<file path="src/rtl/dot_square_detect.sv">
// Bounding-box detector: tracks the extent and colour of all non-zero pixels
// seen in a frame and reports them one cycle after the frame-end pulse.
module dot_square_detect #(
    parameter int pHdisplayWidth = 11,
    parameter int pVdisplayWidth = 11,
    parameter int pColorDepth    = 16
) (
    input  logic                      iClk,
    input  logic                      iRst,
    input  logic [pColorDepth-1:0]    iPixel,
    input  logic                      iPixelVld,
    input  logic [pHdisplayWidth-1:0] iHpos,
    input  logic [pVdisplayWidth-1:0] iVpos,
    input  logic                      iFrameEnd,
    output logic [pHdisplayWidth-1:0] oDxs,
    output logic [pHdisplayWidth:0]   oDxe,
    output logic [pVdisplayWidth-1:0] oDys,
    output logic [pVdisplayWidth:0]   oDye,
    output logic [pColorDepth-1:0]    oColor,
    output logic                      oDetected,
    output logic                      oMultiColor,
    output logic [7:0]                oFrameCnt,
    output logic                      oVld
);

    typedef enum logic {EMPTY, FOUND} state_t;

    state_t                    state;
    logic [pHdisplayWidth-1:0] minX, maxX;
    logic [pVdisplayWidth-1:0] minY, maxY;
    logic [pColorDepth-1:0]    color;
    logic                      multi;

    logic                      hit;
    logic                      nFound;
    logic [pHdisplayWidth-1:0] nMinX, nMaxX;
    logic [pVdisplayWidth-1:0] nMinY, nMaxY;
    logic [pColorDepth-1:0]    nColor;
    logic                      nMulti;

    assign hit = iPixelVld && (iPixel != '0);

    // Accumulator values including this cycle's hit; the frame-end report
    // uses these so a hit coinciding with iFrameEnd is not lost.
    always_comb begin
        nFound = (state == FOUND) || hit;
        nMinX  = minX;
        nMaxX  = maxX;
        nMinY  = minY;
        nMaxY  = maxY;
        nColor = color;
        nMulti = multi;
        if (hit) begin
            if (state == EMPTY) begin
                nMinX  = iHpos;
                nMaxX  = iHpos;
                nMinY  = iVpos;
                nMaxY  = iVpos;
                nColor = iPixel;
                nMulti = 1'b0;
            end else begin
                if (iHpos < minX) nMinX = iHpos;
                if (iHpos > maxX) nMaxX = iHpos;
                if (iVpos < minY) nMinY = iVpos;
                if (iVpos > maxY) nMaxY = iVpos;
                if (iPixel != color) nMulti = 1'b1;
            end
        end
    end

    // Frame FSM, accumulators and registered report; frame end closes the
    // frame and re-arms EMPTY so the very next pixel starts a new frame.
    always_ff @(posedge iClk) begin
        if (iRst) begin
            state       <= EMPTY;
            minX        <= '0;
            maxX        <= '0;
            minY        <= '0;
            maxY        <= '0;
            color       <= '0;
            multi       <= 1'b0;
            oDxs        <= '0;
            oDxe        <= '0;
            oDys        <= '0;
            oDye        <= '0;
            oColor      <= '0;
            oDetected   <= 1'b0;
            oMultiColor <= 1'b0;
            oFrameCnt   <= 8'd0;
            oVld        <= 1'b0;
        end else begin
            oVld <= iFrameEnd;
            if (iFrameEnd) begin
                state     <= EMPTY;
                multi     <= 1'b0;
                oFrameCnt <= oFrameCnt + 8'd1;
                if (nFound) begin
                    oDxs        <= nMinX;
                    oDxe        <= {1'b0, nMaxX} + {{pHdisplayWidth{1'b0}}, 1'b1};
                    oDys        <= nMinY;
                    oDye        <= {1'b0, nMaxY} + {{pVdisplayWidth{1'b0}}, 1'b1};
                    oColor      <= nColor;
                    oDetected   <= 1'b1;
                    oMultiColor <= nMulti;
                end else begin
                    oDxs        <= '0;
                    oDxe        <= '0;
                    oDys        <= '0;
                    oDye        <= '0;
                    oColor      <= '0;
                    oDetected   <= 1'b0;
                    oMultiColor <= 1'b0;
                end
            end else begin
                state <= nFound ? FOUND : EMPTY;
                minX  <= nMinX;
                maxX  <= nMaxX;
                minY  <= nMinY;
                maxY  <= nMaxY;
                color <= nColor;
                multi <= nMulti;
            end
        end
    end

endmodule

</file>
<file path="config.mk">
export PLATFORM = sky130hd
export DESIGN_NAME = dot_square_detect
export DESIGN_NICKNAME = d
export VERILOG_FILES = /design/src/rtl/dot_square_detect.sv
export SDC_FILE = /design/constraint.sdc
export NUM_CORES = 1
export LEC_CHECK = 0
export CORE_UTILIZATION = 42
export CTS_CLUSTER_DIAMETER = 80
export DETAILED_ROUTE_END_ITERATION = 12
export DONT_BUFFER_PORTS = 1
export GPL_TIMING_DRIVEN = 0
export PLACE_DENSITY_LB_ADDON = 0.08
export SKIP_LAST_GASP = 1
export SYNTH_ARGS = -nofsm -noshare
export SYNTH_HDL_FRONTEND = slang
export SYNTH_SLANG_ARGS = --single-unit
</file>
<file path="constraint.sdc">
create_clock -name iClk -period 3.25 [get_ports iClk]
set_input_delay 0.4875 -clock iClk [delete_from_list [all_inputs] [get_ports iClk]]
set_output_delay 0.4875 -clock iClk [all_outputs]
set_load 0.01 [all_outputs]
</file>
==> impl_results.md <==
- Commonest cells post-synth: dfxtp_1, nand2_1, mux2i_1, o21ai_0, nand2b_1
- Post-synthesis sequential area ratio: between 30% and 40%
- H-tree levels: 4
- Cell Count, Final, Fillers Out: between 1000 and 1500
- Final Setup Violations: 0
- Crit. End Element: flip-flop
- Skew final: ~0.012 ns
- Final Power: 4.44 mW
- Die area: roughly 18000 µm²
- Final hold vios: 0
- Synth unique cells: 52
- Die Y: about 140 µm
- Initial antenna violation count: 0
- Area leader, netlist: dfxtp_1
- Initial DRT Pass Iterations: 4
- # Max-Cap Violations: 0
- Syn Inst Count: approximately 860
- DR vias: 6485
- Remaining Overflow, GRT: 0
- Ranking of synthesized cells by area: dfxtp_1, mux2i_1, ha_1
- Cell with the most instances after synthesis: dfxtp_1
- Mapped Avg Cell Area: between 8 and 9 µm²
- Crit path kind: flip-flop to flip-flop
- Clock slew at reported path FFs: approximately 0.060 ns
- Yosys Warn Count: 0
- Share of the synthesized area in the top cell type: ~36%
- Lkg Pwr: 3.09 nW
- Final wirelength: approximately 21 mm
- Row count: 48
- Crit-path max FO: 10
- Initial core utilization: 43.0%
- Routed Antenna Nets: 0
- Hold Crit Class: input pin to flip-flop
- Io pins: 115
- Post-Syn Area: roughly 7500 µm²
- GP Congestion: ~0.85
- Layout Nets: between 900 and 1000
- Fill cell count: about 1700
- Part of the cycle the worst path needs: 96.0%
- Final Critical Period: about 3.1 ns
- IO Port Bufs: 0
- Clk sink count: 135
- Tot GR Track Use: between 20 and 25%
- Peak Freq: 320 MHz
- Worst skew pair latency: between 0.4 and 0.5 ns
- TritonCTS clock tree: yes
- CP Launch Type: flip-flop
- Vias in the first global route: roughly 6500
- Ys flop type: dfxtp_1
- Syn_nets: ~950
- Outcome: finished, final reports clean
- Post-route setup slack: between 0.1 and 0.15 ns
- Post-place instance area: a little under 8000 µm²
- Root buffer cell: clkbuf_16
- CP Data Required Time: 3.55 ns
- DR WL/cell: ~19 µm
- Inserted Diodes: 0
- First-pass GRT wire length: 33.8 mm
- Setup WS pre-CTS: -0.681 ns
- Hpwl dp: approximately 16 mm
- Slew headroom: between 40% and 50%
- Drt drc: 0
- PD cells: approximately 510 nW/µm²
- VDD IR-drop max: about 0.00036 V
- Yosys reg bits: ~140
- Via density: about 5.7
- Design Area, Final: just under 9000 µm²
- CP arrival: about 3.4 ns
- Die W: approximately 140 µm
- Core area: between 15000 and 20000 µm²
- Fin. max-slew vios: 0
- Setup tns final: 0 ns
- EDFF count, synth: 0
- Share of cells above drive strength 1: between 10% and 20%
- Inst Count DP: 1086
- CTS Buf Count: 17
- CTS Buffer Depth: 2
- Pin count of the biggest net entering global routing: 17
- Number of DRC markers in iteration 0: about 300
- Post-CTS Hold Buffers: 0
- Async set-reset flop share out of synthesis: 0%
- Worst-Margin Slew: 0.873 ns
- Area Overhead vs Synth: 16.2%
==> layout make-up <==
| type | instances | area, µm² | share of cell area [%] |
|---|---|---|---|
| buffer | 47 | 206 | 2.38 |
| tap | 225 | 282 | 3.24 |
| clock buffer | 21 | 470 | 5.42 |
| sequential | 135 | 2730 | 31.4 |
| timing repair buffer | 13 | 97.6 | 1.12 |
| inverter | 47 | 176 | 2.03 |
| multi-input combinational | 631 | 4550 | 52.4 |
| clock inverter | 11 | 170 | 1.96 |
==> kinds of logic after synthesis <==
kind of cell	synth area share, %
xor gates and xnor gates	5.28
buffers and inverters	5.01
DFF	36.2
and+or+nand+nor	18.7
adders and majority gates	7.54
muxes	9.14
AOI/OAI and AO/OA	18.2
==> state kept, by name, summed over array words and instances, names as in the netlist <==
| name | count |
|---|---|
| color | 16 |
| maxX | 11 |
| maxY | 11 |
| minX | 11 |
| minY | 11 |
| multi | 1 |
| oColor | 16 |
| oDetected | 1 |
| oDxe | 12 |
| oDxs | 11 |
| oDye | 12 |
| oDys | 11 |
| oFrameCnt | 8 |
| oMultiColor | 1 |
| oVld | 1 |
| state | 1 |
==> routing by layer <==
metal | GRT usage [%] | wire [µm] | vias to the layer above
met5 | 0 | 0 | -
met4 | 9.05 | 340 | 0
met3 | 6.85 | 1550 | 27
met2 | 40.7 | 10300 | 192
met1 | 28.7 | 9230 | 3099
li1 | - | - | 3167
==> cell usage in the layout, fill, tap and decap left out, drive strengths merged, types with 22 or more instances in the layout <==
cell,instances
a22o,22
nor2,49
o21ai,53
mux2i,66
buf,26
clkbuf,55
ha,45
xnor2,37
nand4,24
inv,48
nand2b,50
o211ai,26
nand2,97
o311ai,23
dfxtp,135
==> final timing paths <==
check,cells after the start,end,slack [ns],from
setup / recovery,14,oDxe[10],0.13,maxX[7]
hold / removal,1,color[9],0.20,iPixel[9]
setup reg to reg,14,oDxe[10],0.13,maxX[7]
hold reg to reg,2,oDetected,0.49,oDetected
==> where the power goes <==
| part | internal [mW] | switching, mW |
|---|---|---|
| registers | 1.73 | 0.0876 |
| logic | 0.225 | 0.304 |
| clock network | 1.35 | 0.744 |
==> stage by stage <==
stage	util, %	hold WS [ns]
floorplan	-	0.450
global placement	45.0	0.472
detailed placement	45.0	0.486
CTS	49.2	0.179
global route	50.0	0.180
finish	50.0	0.199
==> worst max-delay path: stages (launching register included) <==
cell and delay (ns):
dfxtp_2 0.40, inv_1 0.06, ha_1 0.29, and4_2 0.26, a2111o_1 0.46, nand2_2 0.10
buf_6 0.15, mux2_2 0.38, ha_4 0.20, nand3_4 0.11, nor2_4 0.05, and4_1 0.19
o21ai_0 0.12, a211o_1 0.17, nand3_1 0.07
==> timing repair <==
item	4_1_cts	5_1_grt
hold endpoints to repair	0	0
gates resized for setup	12	33
setup endpoints to repair	9	5
pin swaps	6	5
buffers inserted	7	6
Note: power is estimated with default switching activity, not from simulation.
